--- src/rtl/jtdd_io_pkg.sv ---
// Register map and bit positions shared by the jtdd main-board I/O block.
package jtdd_io_pkg;

   // Write-side register addresses
   localparam logic [3:0] ADDR_MISC   = 4'h0;
   localparam logic [3:0] ADDR_SCR0   = 4'h1;
   localparam logic [3:0] ADDR_SCR1   = 4'h2;
   localparam logic [3:0] ADDR_SND    = 4'h6;
   localparam logic [3:0] ADDR_IRQCLR = 4'h8;
   localparam logic [3:0] ADDR_MASK   = 4'hC;
   localparam logic [3:0] ADDR_OVFCLR = 4'hD;

   // Read-side register addresses
   localparam logic [3:0] ADDR_STATUS = 4'hE;
   localparam logic [3:0] ADDR_MASKRD = 4'hF;

   // Status register bit positions (pending occupies bits 3:0)
   localparam int ST_OVF   = 4;
   localparam int ST_FULL  = 5;
   localparam int ST_EMPTY = 6;

   // Misc register bit positions (bank occupies MISC_BANK upwards)
   localparam int MISC_SCR0H = 0;
   localparam int MISC_SCR1H = 1;
   localparam int MISC_FLIP  = 2;
   localparam int MISC_RSTB  = 3;
   localparam int MISC_HALT  = 4;
   localparam int MISC_BANK  = 5;

endpackage

--- src/rtl/jtdd_sndfifo.sv ---
// First-word-fall-through sound command FIFO; head holds the last popped
// byte once the FIFO drains, and full-without-pop pushes are dropped.
module jtdd_sndfifo #(
   parameter int SNDAW = 2
) (
   input  logic       clk,
   input  logic       rstn,
   input  logic       push,
   input  logic       pop,
   input  logic [7:0] din,
   output logic [7:0] head,
   output logic       empty,
   output logic       full,
   output logic       ovf_set
);
   localparam int              DEPTH    = 1 << SNDAW;
   localparam logic [SNDAW:0]  FULL_CNT = {1'b1, {SNDAW{1'b0}}};

   logic [7:0]       mem [DEPTH];
   logic [SNDAW-1:0] wr_ptr;
   logic [SNDAW-1:0] rd_ptr;
   logic [SNDAW:0]   count;
   logic [7:0]       last;
   logic             do_push;
   logic             do_pop;

   assign empty   = (count == '0);
   assign full    = (count == FULL_CNT);
   // A pop from a full FIFO always frees a slot, so push+pop on full is legal
   assign do_pop  = pop & ~empty;
   assign do_push = push & (~full | do_pop);
   assign ovf_set = push & full & ~pop;
   assign head    = empty ? last : mem[rd_ptr];

   // Storage array carries no reset; visibility is governed by count
   always_ff @(posedge clk) begin
      if (do_push) mem[wr_ptr] <= din;
   end

   // Pointers, occupancy and the held-last-value register
   always_ff @(posedge clk or negedge rstn) begin
      if (!rstn) begin
         wr_ptr <= '0;
         rd_ptr <= '0;
         count  <= '0;
         last   <= 8'h00;
      end else begin
         if (do_push) wr_ptr <= wr_ptr + 1'b1;
         if (do_pop) begin
            rd_ptr <= rd_ptr + 1'b1;
            last   <= mem[rd_ptr];
         end
         if (do_push && !do_pop)      count <= count + 1'b1;
         else if (!do_push && do_pop) count <= count - 1'b1;
      end
   end

endmodule

--- src/rtl/jtdd_main_io.sv ---
// Main-CPU write registers, edge-latched masked interrupts and the sound
// command FIFO for the jtdd main board.
module jtdd_main_io
   import jtdd_io_pkg::*;
#(
   parameter int IRQW  = 3,
   parameter int BANKW = 3,
   parameter int SCRW  = 9,
   parameter int SNDAW = 2
) (
   input  logic             clk,
   input  logic             rstn,
   input  logic             cpu_cen,
   input  logic             cs,
   input  logic             RnW,
   input  logic [3:0]       addr,
   input  logic [7:0]       din,
   output logic [7:0]       dout,
   input  logic [IRQW-1:0]  irq_src,
   output logic [IRQW-1:0]  irq_n,
   output logic [SCRW-1:0]  scr0,
   output logic [SCRW-1:0]  scr1,
   output logic [BANKW-1:0] bank,
   output logic             flip,
   output logic             mcu_rstb,
   output logic             mcu_halt,
   output logic [7:0]       snd_latch,
   output logic             snd_irq,
   input  logic             snd_rd
);
   logic            we;
   logic            snd_push;
   logic [8:0]      scr0_r;
   logic [8:0]      scr1_r;
   logic [IRQW-1:0] mask;
   logic [IRQW-1:0] pending;
   logic [IRQW-1:0] src_prev;
   logic [IRQW-1:0] rise;
   logic [IRQW-1:0] irq_clr;
   logic            ovf;
   logic            ovf_set;
   logic            fifo_empty;
   logic            fifo_full;

   assign we       = cs & ~RnW & cpu_cen;
   assign snd_push = we && (addr == ADDR_SND);
   assign rise     = irq_src & ~src_prev;
   // With 8-bit scroll the stored high bits simply never reach the outputs
   assign scr0     = scr0_r[SCRW-1:0];
   assign scr1     = scr1_r[SCRW-1:0];
   assign snd_irq  = ~fifo_empty;

   // Decode per-channel pending-clear strobes
   always_comb begin
      irq_clr = '0;
      for (int i = 0; i < IRQW; i++)
         irq_clr[i] = we && (addr == ADDR_IRQCLR + 4'(i));
   end

   // CPU-writable control registers
   always_ff @(posedge clk or negedge rstn) begin
      if (!rstn) begin
         scr0_r   <= '0;
         scr1_r   <= '0;
         bank     <= '0;
         flip     <= 1'b0;
         mcu_rstb <= 1'b0;
         mcu_halt <= 1'b0;
         mask     <= '1;
      end else if (we) begin
         case (addr)
            ADDR_MISC: begin
               scr0_r[8] <= din[MISC_SCR0H];
               scr1_r[8] <= din[MISC_SCR1H];
               flip      <= din[MISC_FLIP];
               mcu_rstb  <= din[MISC_RSTB];
               mcu_halt  <= din[MISC_HALT];
               bank      <= din[MISC_BANK +: BANKW];
            end
            ADDR_SCR0: scr0_r[7:0] <= din;
            ADDR_SCR1: scr1_r[7:0] <= din;
            ADDR_MASK: mask        <= din[IRQW-1:0];
            default:   ;
         endcase
      end
   end

   // Edge capture, pending latch (set beats clear) and registered irq_n
   always_ff @(posedge clk or negedge rstn) begin
      if (!rstn) begin
         src_prev <= '1;
         pending  <= '0;
         irq_n    <= '1;
      end else begin
         src_prev <= irq_src;
         pending  <= (pending & ~irq_clr) | rise;
         irq_n    <= ~(pending & mask);
      end
   end

   // Sticky sound FIFO overflow flag; a new overflow beats a clear
   always_ff @(posedge clk or negedge rstn) begin
      if (!rstn)                           ovf <= 1'b0;
      else if (ovf_set)                    ovf <= 1'b1;
      else if (we && addr == ADDR_OVFCLR)  ovf <= 1'b0;
   end

   // Combinational read-back mux
   always_comb begin
      dout = 8'hFF;
      if (cs && RnW) begin
         case (addr)
            ADDR_STATUS: begin
               dout           = 8'h00;
               dout[3:0]      = 4'(pending);
               dout[ST_OVF]   = ovf;
               dout[ST_FULL]  = fifo_full;
               dout[ST_EMPTY] = fifo_empty;
            end
            ADDR_MASKRD: dout = 8'(mask);
            default:     dout = 8'hFF;
         endcase
      end
   end

   jtdd_sndfifo #(.SNDAW(SNDAW)) u_sndfifo (
      .clk     (clk),
      .rstn    (rstn),
      .push    (snd_push),
      .pop     (snd_rd),
      .din     (din),
      .head    (snd_latch),
      .empty   (fifo_empty),
      .full    (fifo_full),
      .ovf_set (ovf_set)
   );

endmodule

--- config.mk ---
export PLATFORM = sky130hd
export DESIGN_NAME = jtdd_main_io
export DESIGN_NICKNAME = d
export VERILOG_FILES = /design/src/rtl/jtdd_io_pkg.sv /design/src/rtl/jtdd_sndfifo.sv /design/src/rtl/jtdd_main_io.sv
export SDC_FILE = /design/constraint.sdc
export NUM_CORES = 1
export LEC_CHECK = 0
export BUFFER_PORTS_ARGS = -buffer_cell sky130_fd_sc_hd__buf_2
export CORE_MARGIN = 8
export CORE_UTILIZATION = 55
export CTS_CLUSTER_SIZE = 10
export DETAILED_ROUTE_END_ITERATION = 10
export GPL_ROUTABILITY_DRIVEN = 0
export HOLD_SLACK_MARGIN = 0.02
export PLACE_DENSITY_LB_ADDON = 0.05
export SLEW_MARGIN = 25
export SYNTH_ARGS = -nofsm -noshare
export SYNTH_HDL_FRONTEND = slang
export SYNTH_HIERARCHICAL = 1
export SYNTH_SLANG_ARGS = --single-unit
export TNS_END_PERCENT = 10
--- constraint.sdc ---
create_clock -name clk -period 2.9 [get_ports clk]
set_clock_uncertainty 0.2 [all_clocks]
set_input_delay 0 -clock clk [delete_from_list [all_inputs] [get_ports clk]]
set_output_delay 0 -clock clk [all_outputs]
set_load 0.01 [all_outputs]
==> run metrics <==
Clock Path Buffers 2; Critical Path RT 2.98 ns; Root Driver clkbuf_8; Synth Register Bits 84; Die Ht 96.0 um; max_cap viols 0; CP max-delay cell dlygate4sd3_1; path type of the worst setup path primary input to flop; Worst setup SP type primary input; first-pass GRT wire length 11500 um; I/O pin cnt 65; Synthesized Nets 236; final hold vios 0; Layout area overhead 24.2%; share of cells above drive strength 1 49.8%; final instance area 4370 sq um; post-synthesis cell type count 38; count of final setup violators 0; final worst-path cycle share 84.9%; worst skew pair latency 0.35 ns; clk slew on worst S/H paths 0.09 ns; die width 96.0 um; DRT antenna net count 0; Port Buf Inserts 64; CTS tree yes; DP HPWL 4800 um; unrepaired setup endpoints after global routing false; outcome completed; Mapped Cells 209; Final nets 331; final wirelength 6910 um; register area 2270 sq um; H-tree depth 3; post-synthesis cell area 3520 sq um; fillers 465; dominant cells by area after synthesis dfrtp_1, edfxtp_1, mux2_2, dfstp_2, mux4_2; dominant synthesized flop cell dfrtp_1; CP arrival 2.54 ns; crit path from addr[1]; detailed-route via count 2050; ys async rst share 61.9%; Clock Sinks 84; Post-synth EDFFs 32; vias in the first global route 2270; cell area power density 740 nW/um^2; post-synth top area cell dfrtp_1; Max Fanout on Critical Path 7; sequential area share after synthesis 64.6%; top-count cell post-synth mux2_2; post-place instance area 3940 sq um; Max stage delay on crit path 0.54 ns; drt wl/cell 17.9 um; Max Clk Rate 406 MHz; Ant. Diodes 0; Multi-input gate area 1170 sq um; # DRC 0; TritonCTS Buffers 9; initial core utilization 56.1%; Via-to-Cell Ratio 5.31; post-route minimum period 2.46 ns; Core ar. 6280 sq um; Slew Viols, Final 0; min-delay worst type primary input to asynchronous set/reset pin; First-pass DRT Iterations 4; Yosys top cell area share 30.6%; Leakage 1.91 nW; die area 9220 sq um; number of antenna violations at the first check in global routing 0; All-Layer GR Usage 16.6%; FP Rows 29; Max rail drop VDD 0.495 mV; most frequent cells after synthesis mux2_2, dfrtp_1, edfxtp_1, dfstp_2, mux4_2; Ys Warns 6; Least-Margin Pin Slew 0.762 ns; Worst Setup End Kind flop; critical-path cell list dlygate4sd3_1 > buf_2 > nor2b_1 > nor4bb_1 > nor2b_1 > buf_4 > ha_1 > inv_1 > fa_1 > xor2_1 > nor2_1 > xor2_1; R2R Path Start u_sndfifo/count[0]; 1st-iter DRT viols 71; Avg Cell Area, Syn 16.8 sq um; total grt overflow 0; Slew HR 49.2%; setup_tns 0 ns; largest net degree at the start of global routing 34; CTS resizes 0
-- stage by stage --
step           hold WS, ns  total power [W]  instances  utilization [%]  worst slack, ns
2_1_floorplan       -0.496          0.00212        209                -            0.587
3_3_place_gp       -0.0969          0.00237        348             62.7            0.591
3_5_place_dp       -0.0904          0.00239        348             62.7            0.474
4_1_cts             0.0569          0.00329        386             69.7            0.455
5_1_grt             0.0810          0.00344        386             69.7            0.195
6_report            0.0395          0.00324        386             69.7            0.438
-- per-layer routing --
| layer | share of wire (%) | GRT usage [%] | up-vias |
|---|---|---|---|
| met5 | 0 | 0 | - |
| met4 | 1.4 | 6.91 | 0 |
| met3 | 5.2 | 5.77 | 10 |
| met2 | 49 | 26.7 | 42 |
| met1 | 44 | 20.0 | 1037 |
| li1 | - | - | 961 |
-- worst paths after layout --
check,endpoint,slack (ns),depth (start not counted)
worst min register to register,irq_n[0],0.24,1
worst max register to register,u_sndfifo/count[1],0.50,7
min in group clk,src_prev[1],0.11,2
max in group asynchronous,u_sndfifo/last[1],1.80,3
worst min-delay path,u_sndfifo/last[5],0.04,2
worst max-delay path,u_sndfifo/count[2],0.44,12
-- layout make-up --
cell class	count	area share, %
Clock buffer	11	3.98
Clock inverter	5	1.00
Tap cell	77	2.20
Sequential cell	84	52.0
Inverter	7	0.601
Multi-Input combinational cell	110	26.8
Timing Repair Buffer	92	13.4
-- sequential cells by signal, indices dropped and copies added (netlist names), 3 cells and up --
signal,count
bank,3
scr0,9
mask,3
scr1,9
u_sndfifo/count,3
u_sndfifo/mem,32
src_prev,3
irq_n,3
u_sndfifo/last,8
pending,3
-- cells by family after synthesis --
family / after synthesis / synth area share, %
compound gates: 7 / 1.60
xor+xnor: 6 / 1.49
buf+inv: 15 / 2.06
fa+ha+maj: 6 / 2.35
simple gates: 35 / 7.43
flops: 84 / 64.6
mux: 56 / 20.5
-- power breakdown --
group | leakage (nW) | internal [W] | switching (W) | total [W]
combinational | 0.878 | 0.000473 | 0.000332 | 0.000805
sequential | 0.917 | 0.00141 | 0.000160 | 0.00157
clock | 0.112 | 0.000429 | 0.000435 | 0.000864
total | 1.91 | 0.00231 | 0.000927 | 0.00324
-- critical path, delay by kind of cell --
kind	cells	cell delay, ns
buffers and inverters	4	0.91
and+or+nand+nor	4	0.77
adders and majority gates	2	0.56
xor gates and xnor gates	2	0.30
-- placed cells by master (no fill, tap or decap), types with 5 or more instances in the layout --
master and count:
inv_1 7, buf_2 64, dfrtp_1 43, dfstp_2 9
edfxtp_1 32, mux2_2 44, dlygate4sd3_1 22, mux4_2 8
ha_1 5, and2_1 5, buf_4 6, clkbuf_8 9
-- repair_timing --
item,4_1_cts,5_1_grt
setup buffers,0,0
hold buffers,22,0
endpoints found under the hold margin,101,0
Power figures use the tool's default switching activity.
